--- src/rtl/led_pattern_sched.sv ---
// Round-robin time-share of one LED between N_REQ pattern requesters.
// Plays the granted pattern MSB-first at a prescaled bit rate, then idles for a gap before releasing.
module led_pattern_sched #(
  parameter int unsigned N_REQ      = 4,
  parameter int unsigned PAT_W      = 16,
  parameter int unsigned TICK_DIV   = 16000,
  parameter int unsigned STEP_TICKS = 100,
  parameter int unsigned GAP_STEPS  = 2,
  parameter logic        IDLE_LEVEL = 1'b0
) (
  input  logic                   CLK,
  input  logic                   reset,
  input  logic [N_REQ-1:0]       req,
  input  logic [N_REQ*PAT_W-1:0] pattern,
  output logic [N_REQ-1:0]       grant,
  output logic [N_REQ-1:0]       done,
  output logic                   busy,
  output logic                   LED,
  output logic                   PIN_14
);

  localparam int unsigned SEL_W   = (N_REQ > 1) ? $clog2(N_REQ) : 1;
  localparam int unsigned PRE_W   = (TICK_DIV > 1) ? $clog2(TICK_DIV) : 1;
  localparam int unsigned STEP_W  = (STEP_TICKS > 1) ? $clog2(STEP_TICKS) : 1;
  localparam int unsigned SEG_MAX = (PAT_W > GAP_STEPS) ? PAT_W : GAP_STEPS;
  localparam int unsigned SEG_W   = (SEG_MAX > 1) ? $clog2(SEG_MAX) : 1;
  localparam int unsigned REST_W  = PAT_W - 1;

  typedef enum logic [1:0] {S_IDLE, S_PLAY, S_GAP} state_t;

  state_t             state_q, state_d;
  logic [SEL_W-1:0]   sel_q, sel_d, rr_q, rr_d, arb_sel, sel_inc;
  logic [REST_W-1:0]  rest_q, rest_d;
  logic [PRE_W-1:0]   pre_q, pre_d;
  logic [STEP_W-1:0]  step_q, step_d;
  logic [SEG_W-1:0]   seg_q, seg_d;
  logic [N_REQ-1:0]   grant_q, grant_d, done_q, done_d;
  logic               busy_q, busy_d, led_q, led_d;
  logic               arb_found, tick, step_last, bit_end, req_held;
  logic [PAT_W-1:0]   pat_sel;

  function automatic logic [N_REQ-1:0] onehot(input logic [SEL_W-1:0] s);
    onehot = '0;
    for (int unsigned i = 0; i < N_REQ; i++)
      if (s == SEL_W'(i)) onehot[i] = 1'b1;
  endfunction

  // First requesting index at or after the rr pointer, with wrap
  always_comb begin
    arb_found = 1'b0;
    arb_sel   = '0;
    pat_sel   = '0;
    for (int unsigned i = 0; i < N_REQ; i++) begin
      for (int unsigned j = 0; j < N_REQ; j++) begin
        if (!arb_found && req[j] &&
            ((32'(rr_q) + i == j) || (32'(rr_q) + i == j + N_REQ))) begin
          arb_found = 1'b1;
          arb_sel   = SEL_W'(j);
          pat_sel   = pattern[j*PAT_W +: PAT_W];
        end
      end
    end
  end

  assign tick      = (pre_q == PRE_W'(TICK_DIV - 1));
  assign step_last = (step_q == STEP_W'(STEP_TICKS - 1));
  assign bit_end   = tick && step_last;
  assign req_held  = |(req & grant_q);
  assign sel_inc   = (sel_q == SEL_W'(N_REQ - 1)) ? '0 : sel_q + SEL_W'(1);

  always_ff @(posedge CLK or posedge reset) begin
    if (reset) begin
      state_q <= S_IDLE;
      sel_q   <= '0;
      rr_q    <= '0;
      rest_q  <= '0;
      pre_q   <= '0;
      step_q  <= '0;
      seg_q   <= '0;
      grant_q <= '0;
      done_q  <= '0;
      busy_q  <= 1'b0;
      led_q   <= IDLE_LEVEL;
    end else begin
      state_q <= state_d;
      sel_q   <= sel_d;
      rr_q    <= rr_d;
      rest_q  <= rest_d;
      pre_q   <= pre_d;
      step_q  <= step_d;
      seg_q   <= seg_d;
      grant_q <= grant_d;
      done_q  <= done_d;
      busy_q  <= busy_d;
      led_q   <= led_d;
    end
  end

  always_comb begin
    state_d = state_q;
    sel_d   = sel_q;
    rr_d    = rr_q;
    rest_d  = rest_q;
    pre_d   = pre_q;
    step_d  = step_q;
    seg_d   = seg_q;
    grant_d = grant_q;
    done_d  = '0;
    busy_d  = busy_q;
    led_d   = led_q;
    case (state_q)
      S_IDLE: begin
        if (arb_found) begin
          state_d = S_PLAY;
          sel_d   = arb_sel;
          grant_d = onehot(arb_sel);
          busy_d  = 1'b1;
          rest_d  = pat_sel[REST_W-1:0];
          led_d   = pat_sel[PAT_W-1];
          pre_d   = '0;
          step_d  = '0;
          seg_d   = '0;
        end
      end
      S_PLAY, S_GAP: begin
        pre_d = tick ? '0 : pre_q + PRE_W'(1);
        if (tick) step_d = step_last ? '0 : step_q + STEP_W'(1);
        // A dropped request wins over every bit-end action, including completion
        if (!req_held) begin
          state_d = S_IDLE;
          led_d   = IDLE_LEVEL;
          grant_d = '0;
          busy_d  = 1'b0;
          rr_d    = sel_inc;
        end else if (bit_end) begin
          if (state_q == S_PLAY && seg_q != SEG_W'(PAT_W - 1)) begin
            led_d  = rest_q[REST_W-1];
            rest_d = rest_q << 1;
            seg_d  = seg_q + SEG_W'(1);
          end else if (state_q == S_PLAY && GAP_STEPS != 0) begin
            state_d = S_GAP;
            led_d   = IDLE_LEVEL;
            seg_d   = '0;
          end else if (state_q == S_GAP && seg_q != SEG_W'(GAP_STEPS - 1)) begin
            seg_d = seg_q + SEG_W'(1);
          end else begin
            state_d = S_IDLE;
            led_d   = IDLE_LEVEL;
            done_d  = onehot(sel_q);
            grant_d = '0;
            busy_d  = 1'b0;
            rr_d    = sel_inc;
          end
        end
      end
      default: state_d = S_IDLE;
    endcase
  end

  assign grant  = grant_q;
  assign done   = done_q;
  assign busy   = busy_q;
  assign LED    = led_q;
  assign PIN_14 = led_q;

endmodule

--- config.mk ---
export PLATFORM = sky130hd
export DESIGN_NAME = led_pattern_sched
export DESIGN_NICKNAME = d
export VERILOG_FILES = /design/src/rtl/led_pattern_sched.sv
export SDC_FILE = /design/constraint.sdc
export NUM_CORES = 1
export LEC_CHECK = 0
export BUFFER_PORTS_ARGS = -buffer_cell sky130_fd_sc_hd__buf_2
export CAP_MARGIN = 30
export CORE_MARGIN = 2
export CORE_UTILIZATION = 63
export CTS_CLUSTER_SIZE = 16
export DETAILED_ROUTE_END_ITERATION = 7
export PLACE_DENSITY = 0.91
export SLEW_MARGIN = 5
export SYNTH_ARGS = -nofsm -noshare
export SYNTH_HDL_FRONTEND = slang
export SYNTH_SLANG_ARGS = --single-unit
--- constraint.sdc ---
create_clock -name CLK -period 3.4 [get_ports CLK]
set_clock_uncertainty 0.05 [all_clocks]
set_input_delay 0.68 -clock CLK [delete_from_list [all_inputs] [get_ports CLK]]
set_output_delay 0.68 -clock CLK [all_outputs]
set_load 0.05 [all_outputs]
==> flow_summary_export.csv <==
group,metric,value,unit
drt,avgViaCountPerCell,7.36,
floorplanning,die_w,95.7,um
sta,fmaxAchievable,350,MHz
finish,final_nets,804,
clocking,root_buffer,"clkbuf_8",
sta,slew_headroom,48.8,%
sta,tightest_slew,0.766,ns
pwr,power_density,713,nW/um^2
drt,antenna_left,0,
critical_path,criticalPathCategory,"register to register",
sta,grt_setup_unrepaired,"no",
finish,final_util,71.1,%
floorplanning,core,8180,um^2
critical_path,r2r_cells,7,
clocking,cts_tree,"done",
sta,setup_tns,0,ns
synth,ys_seq_area_share,26.4,%
clocking,cts_buffers,5,
clocking,clock_tree.buffer_depth,2,
pwr,seqPwrFrac,26.0,%
floorplanning,io_pins,81,
sta,hold_violations,0,
global_route,grtUsageTotal,38.5,%
clocking,clk_pin_slew,0.11,ns
clocking,cts_resized,0,
drt,num_vias,6093,
drt,drt-total-wl,17700,um
placed_design,dpl_cell_area,5720,um^2
synth,yosys.cell_count.top_type,"o21ai_0",
placed_design,portBuffers,80,
critical_path,endpoint_kind,"register",
synth,synth_flop_cell,"dfrtp_1",
clocking,ctsHoldBuffers,0,
synth,ys_async_sr_fraction,100,%
sta,min_period,2.86,ns
synth,synth_area_leaders,"dfrtp_1 (26%), o21ai_0 (6.4%), a221oi_1 (5.3%)",
placed_design,place.gp.congestion,1.06,
global_route,grt_pass1_wl,27500,um
global_route,grt_antenna_before_repair,0,
sta,hold_slack,0.403,ns
synth,yosysUniqueCellTypes,80,
clocking,clock_latency,0.31,ns
synth,synth_warnings,0,
clocking,cts.sinks,56,
pwr,total_leakage_power,2.42,nW
synth,synth_edf_count,0,
pwr,cell_internal_pwr,2.02,mW
placed_design,hpwl,13200,um
synth,yosys_register_bits,56,
finish,design_area,5810,um^2
synth,synth_cells,669,
global_route,grt_pass1_vias,5581,
pwr,pwr-share-clk,9.0,%
critical_path,crit_chain,"buf_4, nor3b_1, nand3_1, o22ai_1, nor2_1, o21ai_0, a31oi_2",
critical_path,cpPeakStageDelay,0.72,ns
finish,area_growth,9.61,%
floorplanning,dieHeight,95.7,um
critical_path,start_kind,"register",
clocking,postCtsSetupBuffers,0,
sta,period_share,84.1,%
critical_path,worstPathMaxFanout,22,
sta,drv_slew,0,
drt,routedWlPerCell,21.4,um
min_path,holdCritPathClass,"primary input to asynchronous set/reset pin",
critical_path,cp.required,3.53,ns
drt,drc_errors,0,
clocking,h-tree-depth,2,
synth,avgSynthCellArea,7.92,um^2
pwr,power_frac_comb,65.0,%
critical_path,reg2reg_from,"rr_q[0]",
critical_path,crit_arrival,2.99,ns
finish,drive_gt1_share,20.2,%
floorplanning,die-area,9160,um^2
critical_path,r2r_end,"rest_q[7]",
synth,synth.largest_area_cell,"dfrtp_1",
job,cap_violations,0,
floorplanning,row_count,33,
pwr,peakVddDrop,501,uV
critical_path,r2r_slack,0.54,ns
synth,synth_top_area_share,26.4,%
sta,setup_viol,0,
pwr,net-switching-power,2.12,mW
run_status,outcome,"completed",
drt,drt_pass1_iterations,6,
global_route,grt-ovfl-total,0,
synth,syn_nets,751,
drt,drt-initial-drc-count,763,
finish,insertedDiodeCount,0,
synth,syn-cell-area,5300,um^2
floorplanning,start_util,64.8,%
global_route,grt_max_degree,32,
pwr,switching_share,51.2,%
synth,synth_common_cells,"o21ai_0 (68), nand2_1 (66), dfrtp_1 (56)",
critical_path,crit_path_top_delay_cell,"dfrtp_1",
-- placed cells by master (no fill, tap or decap), drive strengths merged, types with 3 or more instances in the layout --
cell	instances
buf	100
o21ai	70
nand2	66
dfrtp	56
nor2	50
a221oi	33
nand3	31
a21oi	25
a22oi	22
and2	20
and3	19
a31oi	17
nand2b	15
o211ai	15
inv	15
ha	12
o22ai	10
nor2b	9
nor3	8
o31ai	8
nand4	8
a21o	7
o2111ai	7
a221o	7
o221a	6
o221ai	6
o41ai	6
nor3b	6
clkbuf	6
a22o	5
or3	4
o22a	4
nand3b	3
mux2i	3
a211oi	3
clkinv	3
nor4	3
nor4b	3
-- final cells by class --
class,instances,area (um^2)
Clock inverter,2,16.3
Tap cell,105,131
Timing Repair Buffer,100,563
Multi-Input combinational cell,542,3560
Clock buffer,6,72.6
Fill cell,652,2360
Sequential cell,56,1400
Inverter,17,63.8
-- power groups by stage --
stage,sequential [mW],clock [mW],combinational [mW]
global route,1.10,0.399,2.91
floorplan,1.07,0,1.95
global placement,1.07,0,2.51
CTS,1.07,0.374,2.61
detailed placement,1.07,0,2.60
finish,1.08,0.374,2.69
-- worst max-delay path by stage --
stage | to | slack (ns) | from | depth (start not counted)
6_report | rest_q[7] | 0.54 | rr_q[0] | 7
5_1_grt | rest_q[7] | 0.44 | rr_q[0] | 7
4_1_cts | rest_q[12] | 0.71 | pre_q[0] | 7
3_5_place_dp | rest_q[14] | 0.43 | req[0] | 7
3_3_place_gp | LED | 0.57 | req[2] | 7
2_1_floorplan | LED | 1.02 | req[1] | 9
-- registers in the layout, indices dropped and copies added, names as in the netlist --
register  flops
rest_q       15
busy          1
grant         4
done          4
rr_q          2
sel_q         2
seg_q         4
state_q       2
pre_q        14
LED           1
step_q        7
-- critical path: cells and delay by family, from the launching register on --
kind / cells / cell delay (ns)
AND/OR/NAND/NOR: 3 / 0.98
flip-flops: 1 / 0.72
buffers and inverters: 1 / 0.36
AO/OA/AOI/OAI: 3 / 0.61
-- kinds of logic after synthesis --
logic type	count (synthesis)	share of synthesized area, %
adder cells (fa/ha/maj)	12	2.83
buffers and inverters	71	6.37
XOR/XNOR	3	0.496
multiplexers	4	0.779
AO/OA/AOI/OAI	265	36.6
AND/OR/NAND/NOR	258	26.5
flip-flops	56	26.4
-- routing by layer --
metal	part of all wire [%]	wire length [um]	vias up	track usage [%]
li1	-	-	2688	-
met1	38	6820	2837	49.6
met2	46	8200	474	62.5
met3	11	1980	94	8.14
met4	4.1	730	0	16.9
met5	0	0	-	0
-- stage by stage --
step / instances / setup slack, ns / power (mW)
4_1_cts: 828 / 0.713 / 4.05
5_1_grt: 828 / 0.442 / 4.41
3_3_place_gp: 820 / 0.574 / 3.58
6_report: 828 / 0.542 / 4.14
3_5_place_dp: 820 / 0.431 / 3.68
2_1_floorplan: 669 / 1.02 / 3.03
(Power assumes the default switching activity.)
